===== src/rtl/bsg_wormhole_packet_arbiter_rr_if.sv =====
// Link bundle between the packet sources / downstream port and the round-robin
// wormhole arbiter. The arbiter uses the slave modport, the driving side uses master.
interface bsg_wormhole_packet_arbiter_rr_if #(
  parameter int inputs_p = 2,
  parameter int width_p  = 32
);
  localparam int id_width_lp = (inputs_p > 1) ? $clog2(inputs_p) : 1;

  logic [inputs_p-1:0]         v_i;
  logic [inputs_p*width_p-1:0] data_i;
  logic [inputs_p-1:0]         yumi_o;
  logic                        v_o;
  logic [width_p-1:0]          data_o;
  logic                        ready_and_i;
  logic [id_width_lp-1:0]      grant_id_o;
  logic                        locked_o;

  modport slave (
    input  v_i, data_i, ready_and_i,
    output yumi_o, v_o, data_o, grant_id_o, locked_o
  );

  modport master (
    output v_i, data_i, ready_and_i,
    input  yumi_o, v_o, data_o, grant_id_o, locked_o
  );
endinterface


===== src/rtl/bsg_wormhole_packet_arbiter_rr.sv =====
// Round-robin wormhole arbiter: a header win locks the output until its last body flit.
// Optional per-input packet counters are enabled by BSG_WORMHOLE_PACKET_ARBITER_STATS_EN.
module bsg_wormhole_packet_arbiter_rr #(
  parameter int inputs_p           = 2,
  parameter int width_p            = 32,
  parameter int payload_len_bits_p = 4,
  parameter int len_offset_p       = 0
) (
  input  logic clk_i,
  input  logic reset_i,
  bsg_wormhole_packet_arbiter_rr_if.slave link
`ifdef BSG_WORMHOLE_PACKET_ARBITER_STATS_EN
  ,
  output logic [inputs_p*16-1:0] pkt_count_o
`endif
);

  localparam int id_w = (inputs_p > 1) ? $clog2(inputs_p) : 1;
  localparam logic [id_w:0]   num_lp  = (id_w+1)'(inputs_p);
  localparam logic [id_w-1:0] last_lp = id_w'(inputs_p - 1);
  localparam logic [payload_len_bits_p-1:0] one_lp = payload_len_bits_p'(1);

  typedef enum logic {IDLE, LOCKED} state_e;

  state_e                        state_r, state_n;
  logic [id_w-1:0]               rr_ptr_r, rr_ptr_n;
  logic [id_w-1:0]               owner_r, owner_n;
  logic [payload_len_bits_p-1:0] remaining_r, remaining_n;

  logic [width_p-1:0]            flits [inputs_p];
  logic [id_w-1:0]               winner;
  logic [id_w-1:0]               sel;
  logic [width_p-1:0]            sel_flit;
  logic [payload_len_bits_p-1:0] hdr_len;
  logic                          out_v;
  logic                          xfer;

  function automatic logic [id_w-1:0] wrap_inc(input logic [id_w-1:0] x);
    return (x == last_lp) ? '0 : x + 1'b1;
  endfunction

  for (genvar i = 0; i < inputs_p; i++) begin : g_flit
    assign flits[i] = link.data_i[i*width_p +: width_p];
  end

  // First valid input at or after rr_ptr, wrapping around.
  always_comb begin
    logic [id_w:0] pos;
    logic          found;
    winner = '0;
    found  = 1'b0;
    pos    = '0;
    for (int k = 0; k < inputs_p; k++) begin
      pos = {1'b0, rr_ptr_r} + (id_w+1)'(k);
      if (pos >= num_lp) pos = pos - num_lp;
      if (!found && link.v_i[pos[id_w-1:0]]) begin
        winner = pos[id_w-1:0];
        found  = 1'b1;
      end
    end
  end

  assign sel      = (state_r == LOCKED) ? owner_r : winner;
  assign sel_flit = flits[sel];
  assign hdr_len  = sel_flit[len_offset_p +: payload_len_bits_p];
  assign out_v    = !reset_i && ((state_r == LOCKED) ? link.v_i[owner_r] : |link.v_i);
  assign xfer     = out_v && link.ready_and_i;

  always_ff @(posedge clk_i) begin
    if (reset_i) begin
      state_r     <= IDLE;
      rr_ptr_r    <= '0;
      owner_r     <= '0;
      remaining_r <= '0;
    end else begin
      state_r     <= state_n;
      rr_ptr_r    <= rr_ptr_n;
      owner_r     <= owner_n;
      remaining_r <= remaining_n;
    end
  end

  always_comb begin
    state_n     = state_r;
    rr_ptr_n    = rr_ptr_r;
    owner_n     = owner_r;
    remaining_n = remaining_r;
    case (state_r)
      IDLE: begin
        if (xfer) begin
          if (hdr_len == '0) begin
            rr_ptr_n = wrap_inc(winner);
          end else begin
            state_n     = LOCKED;
            owner_n     = winner;
            remaining_n = hdr_len;
          end
        end
      end
      LOCKED: begin
        if (xfer) begin
          remaining_n = remaining_r - one_lp;
          if (remaining_r == one_lp) begin
            state_n  = IDLE;
            rr_ptr_n = wrap_inc(owner_r);
          end
        end
      end
      default: state_n = IDLE;
    endcase
  end

  always_comb begin
    link.v_o        = out_v;
    link.data_o     = sel_flit;
    link.grant_id_o = sel;
    link.locked_o   = !reset_i && (state_r == LOCKED);
    link.yumi_o     = xfer ? (inputs_p'(1) << sel) : '0;
  end

`ifdef BSG_WORMHOLE_PACKET_ARBITER_STATS_EN
  // A packet completes on a zero-length header in IDLE or the last body flit in LOCKED.
  logic final_flit;
  assign final_flit = xfer && ((state_r == IDLE) ? (hdr_len == '0) : (remaining_r == one_lp));

  for (genvar i = 0; i < inputs_p; i++) begin : g_cnt
    logic [15:0] cnt_r;
    always_ff @(posedge clk_i) begin
      if (reset_i) begin
        cnt_r <= '0;
      end else if (final_flit && (sel == id_w'(i)) && (cnt_r != 16'hFFFF)) begin
        cnt_r <= cnt_r + 16'd1;
      end
    end
    assign pkt_count_o[i*16 +: 16] = cnt_r;
  end
`endif

endmodule

===== src/flat_wrapper.sv =====
// flat-port wrapper written by rule: the top's interface ports become plain ports
module bsg_wormhole_packet_arbiter_rr_flat 
#(
  parameter int inputs_p           = 2,
  parameter int width_p            = 32,
  parameter int payload_len_bits_p = 4,
  parameter int len_offset_p       = 0
)
  (clk_i, reset_i, link_v_i, link_data_i, link_ready_and_i, link_yumi_o, link_v_o, link_data_o, link_grant_id_o, link_locked_o);
  bsg_wormhole_packet_arbiter_rr_if #(.inputs_p(inputs_p), .width_p(width_p)) link_i ();
  input  logic clk_i;
  input  logic reset_i;
  input wire logic [$bits(link_i.v_i)-1:0] link_v_i;
  input wire logic [$bits(link_i.data_i)-1:0] link_data_i;
  input wire logic [$bits(link_i.ready_and_i)-1:0] link_ready_and_i;
  output wire logic [$bits(link_i.yumi_o)-1:0] link_yumi_o;
  output wire logic [$bits(link_i.v_o)-1:0] link_v_o;
  output wire logic [$bits(link_i.data_o)-1:0] link_data_o;
  output wire logic [$bits(link_i.grant_id_o)-1:0] link_grant_id_o;
  output wire logic [$bits(link_i.locked_o)-1:0] link_locked_o;
  assign link_i.v_i = link_v_i;
  assign link_i.data_i = link_data_i;
  assign link_i.ready_and_i = link_ready_and_i;
  assign link_yumi_o = link_i.yumi_o;
  assign link_v_o = link_i.v_o;
  assign link_data_o = link_i.data_o;
  assign link_grant_id_o = link_i.grant_id_o;
  assign link_locked_o = link_i.locked_o;
  bsg_wormhole_packet_arbiter_rr #(.inputs_p(inputs_p), .width_p(width_p), .payload_len_bits_p(payload_len_bits_p), .len_offset_p(len_offset_p)) u_core (.clk_i(clk_i), .reset_i(reset_i), .link(link_i));
endmodule

===== config.mk =====
export PLATFORM = sky130hd
export DESIGN_NAME = bsg_wormhole_packet_arbiter_rr_flat
export DESIGN_NICKNAME = d
export VERILOG_FILES = /design/src/rtl/bsg_wormhole_packet_arbiter_rr_if.sv /design/src/rtl/bsg_wormhole_packet_arbiter_rr.sv /design/src/flat_wrapper.sv
export SDC_FILE = /design/constraint.sdc
export NUM_CORES = 1
export LEC_CHECK = 0
export ABC_AREA = 1
export BUFFER_PORTS_ARGS = -buffer_cell sky130_fd_sc_hd__buf_2
export CAP_MARGIN = 5
export CORE_MARGIN = 1.5
export CORE_UTILIZATION = 33
export DETAILED_ROUTE_END_ITERATION = 10
export PLACE_DENSITY = 0.78
export SLEW_MARGIN = 0
export SYNTH_ARGS = -nofsm -noshare
export SYNTH_HDL_FRONTEND = slang
export SYNTH_SLANG_ARGS = --single-unit

===== constraint.sdc =====
create_clock -name clk_i -period 1.4 [get_ports clk_i]
set_clock_uncertainty 0.05 [all_clocks]
set_input_delay 0.14 -clock clk_i [delete_from_list [all_inputs] [get_ports clk_i]]
set_output_delay 0.14 -clock clk_i [all_outputs]
set_load 0.005 [all_outputs]

==> implementation parameters <==
Parameter                              Value

Status
  Status    complete, but fails checks
  Violated checks    negative setup slack

GRT
  Pin count of the biggest net entering global routing    19
  First-pass GRT wire length    6.24 mm
  Total routing usage reported by global routing    22.2%
  Number of antenna violations at the first check in global routing    0
  Vias in the first global route    1,491
  Total global routing overflow    0

Die
  Initial cell density of the core    34.8%
  Vertical die dimension    60 um
  Floorplan die width    60 um
  Die outline area    3600 um2
  Top-level I/O count    106
  Total number of placement rows    20
  Area inside the core boundary    3080 um2

Worst setup path
  Critical path endpoint category    primary output
  Startpoint-to-endpoint class of the critical path    register to primary output
  Required time of the critical path    1.21 ns
  Critical path fanouts, max    9
  Critical path data arrival time    1.46 ns
  Kind of start point of the critical path    register

Power and ir drop
  Maximum ir drop on the vdd rail    0.000567 V
  P per Cell Area    536 nW/um2
  Reported leakage power    1.26 nW
  Total power after layout    1.12 mW

Cells and area
  Sequential cell area    146 um2
  N_diodes    0
  Multi-input gate area in the final layout    933 um2
  Proportion of layout cells with a drive suffix above 1    53.7%
  Layout fillers    276
  Commonest cells after routing, fill and taps aside    102 x nand2_1, 102 x buf_2, 15 x buf_4
  Synthesis-to-finish area growth    93.9%
  Fin nets    407
  Final cell count without fillers    379

Timing
  Total count of hold-check failures in the final report    0
  Final critical-path share of the clock period    118%
  Max Transition Viols Final    0
  Setup repair after global routing missed its margin    yes
  Slew margin rel.    75.9%
  Final Critical Period    1.65 ns
  Highest clock rate    0.606 GHz
  Final-report setup violation count    43
  Post-route worst setup slack    -0.250 ns
  Slew at the pin with the worst max-slew slack    0.361 ns

Synthesis
  Part of the Yosys area used for sequential elements    13.1%
  Mean Syn Cell Area    5.18 um2
  Cell count after synthesis    207
  Flip-flop and latch count after synthesis    7
  YS warnings    0
  Library cells used by synthesis    24
  Post-Syn Nets    278
  Post-synth design cell area    1070 um2

Clock tree
  Hold_buf cts    0
  Clk Tree Root Cell    clkbuf_4
  CTS Buffer Depth    2
  Clock latency at the later pin of the worst-skew pair    0.26 ns
  CTS Buf Count    3
  Register clock-pin slew on the reported worst setup and hold paths    0.06 ns
  H-tree levels    1
  TritonCTS Sinks    7
  Clock tree from TritonCTS    built

Routing
  Via density per instance    4.57
  Post-Route WL    4.42 mm
  Detailed Routing Iterations Pass 1    4
  Drt initial violations    73
  Via Count    1,731
  ANT nets after route    0
  Post-route DRC    0
  Average detailed-routed wire length per instance    11.7 um

Placement
  Number of instances in the placed design    362
  Port bufs    105
  Gpl congestion    0.807
  Post-detailed-placement half-perimeter wirelength    3.07 mm

Min path
  Hold Crit Class    primary input to register

Run
  Reported max-cap violation count    0
-- per-stage QoR --
step	util (%)	setup TNS (ns)	setup WS [ns]	instance area (um2)	hold slack [ns]
global route	67.6	-10.97	-0.314	2080	0.161
finish	67.6	-8.27	-0.250	2080	0.145
CTS	62.0	-8.23	-0.226	1910	0.139
detailed placement	56.5	-2.64	-0.180	1740	0.401
global placement	56.5	-1.21	-0.123	1740	0.400
floorplan	-	-2.27	-0.0988	1090	0.159
-- routing by layer --
| metal | part of all wire, % | vias to the layer above | GRT usage [%] |
|---|---|---|---|
| li1 | - | 895 | - |
| met4 | 0.61 | 0 | 3.17 |
| met3 | 9.1 | 2 | 6.49 |
| met5 | 0 | - | 0 |
| met2 | 52 | 88 | 41.6 |
| met1 | 38 | 746 | 25.1 |
-- final timing paths --
check                   from  slack [ns]                     to  depth (start not counted)
min                  reset_i        0.14  u_core.remaining_r[3]                          4
max          u_core.rr_ptr_r       -0.25        link_data_o[16]                          9
min reg2reg  u_core.rr_ptr_r        0.42        u_core.rr_ptr_r                          2
max reg2reg   u_core.state_r       -0.21  u_core.remaining_r[1]                         11
-- repair_timing --
action                     in CTS  in global routing
setup endpoints to repair      43                 43
cloned                          1                  1
pin swaps                       8                 14
setup buffers                   8                  3
resized for setup              22                 32
-- kinds of logic (layout without fill, tap and decap cells) --
| kind of cell | Yosys count | count (layout) | share of synthesized area [%] |
|---|---|---|---|
| adders and majority gates | 2 | 2 | 2.33 |
| DFF | 7 | 7 | 13.1 |
| AOI/OAI and AO/OA | 13 | 13 | 6.18 |
| buffers and inverters | 27 | 154 | 11.8 |
| and+or+nand+nor | 158 | 159 | 66.6 |
-- worst max-delay path: stages, from the launching register on --
cell	delay, ns
dfxtp_2	0.33
inv_2	0.04
nand2_4	0.07
nand3_4	0.15
nand2_8	0.15
inv_8	0.06
clkbuf_16	0.15
nand2_1	0.06
nand2_1	0.05
buf_2	0.13
-- area by class of cell --
class / count / area share (%)
Multi-Input combinational cell: 174 / 44.9
Timing Repair Buffer: 132 / 40.2
Sequential cell: 7 / 7.04
Inverter: 18 / 3.97
Tap cell: 44 / 2.65
Clock buffer: 4 / 1.26
-- report_power, final --
group	internal [mW]	total (mW)	switching (mW)	leakage [nW]
sequential	0.212	0.227	0.0153	0.0587
combinational	0.350	0.691	0.341	1.19
clock	0.110	0.197	0.0875	0.0150
total	0.671	1.12	0.444	1.26
-- cell usage after synthesis, drive strengths merged --
cell / count / area (um2)
nand2: 123 / 504
inv: 18 / 70.1
nor2: 15 / 71.3
nand3: 13 / 90.1
dfxtp: 7 / 140
a21oi: 6 / 30.0
buf: 6 / 45.0
o21ai: 6 / 30.0
clkbuf: 3 / 11.3
nand3b: 3 / 22.5
ha: 2 / 25.0
and3: 1 / 6.26
nand4: 1 / 6.26
nor3b: 1 / 7.51
nor4: 1 / 6.26
o22ai: 1 / 6.26
-- flip-flops by register name, summed over array words and instances, names as in the netlist --
signal,cells
u_core.owner_r,1
u_core.remaining_r,4
u_core.rr_ptr_r,1
u_core.state_r,1
(Power assumes the default switching activity.)
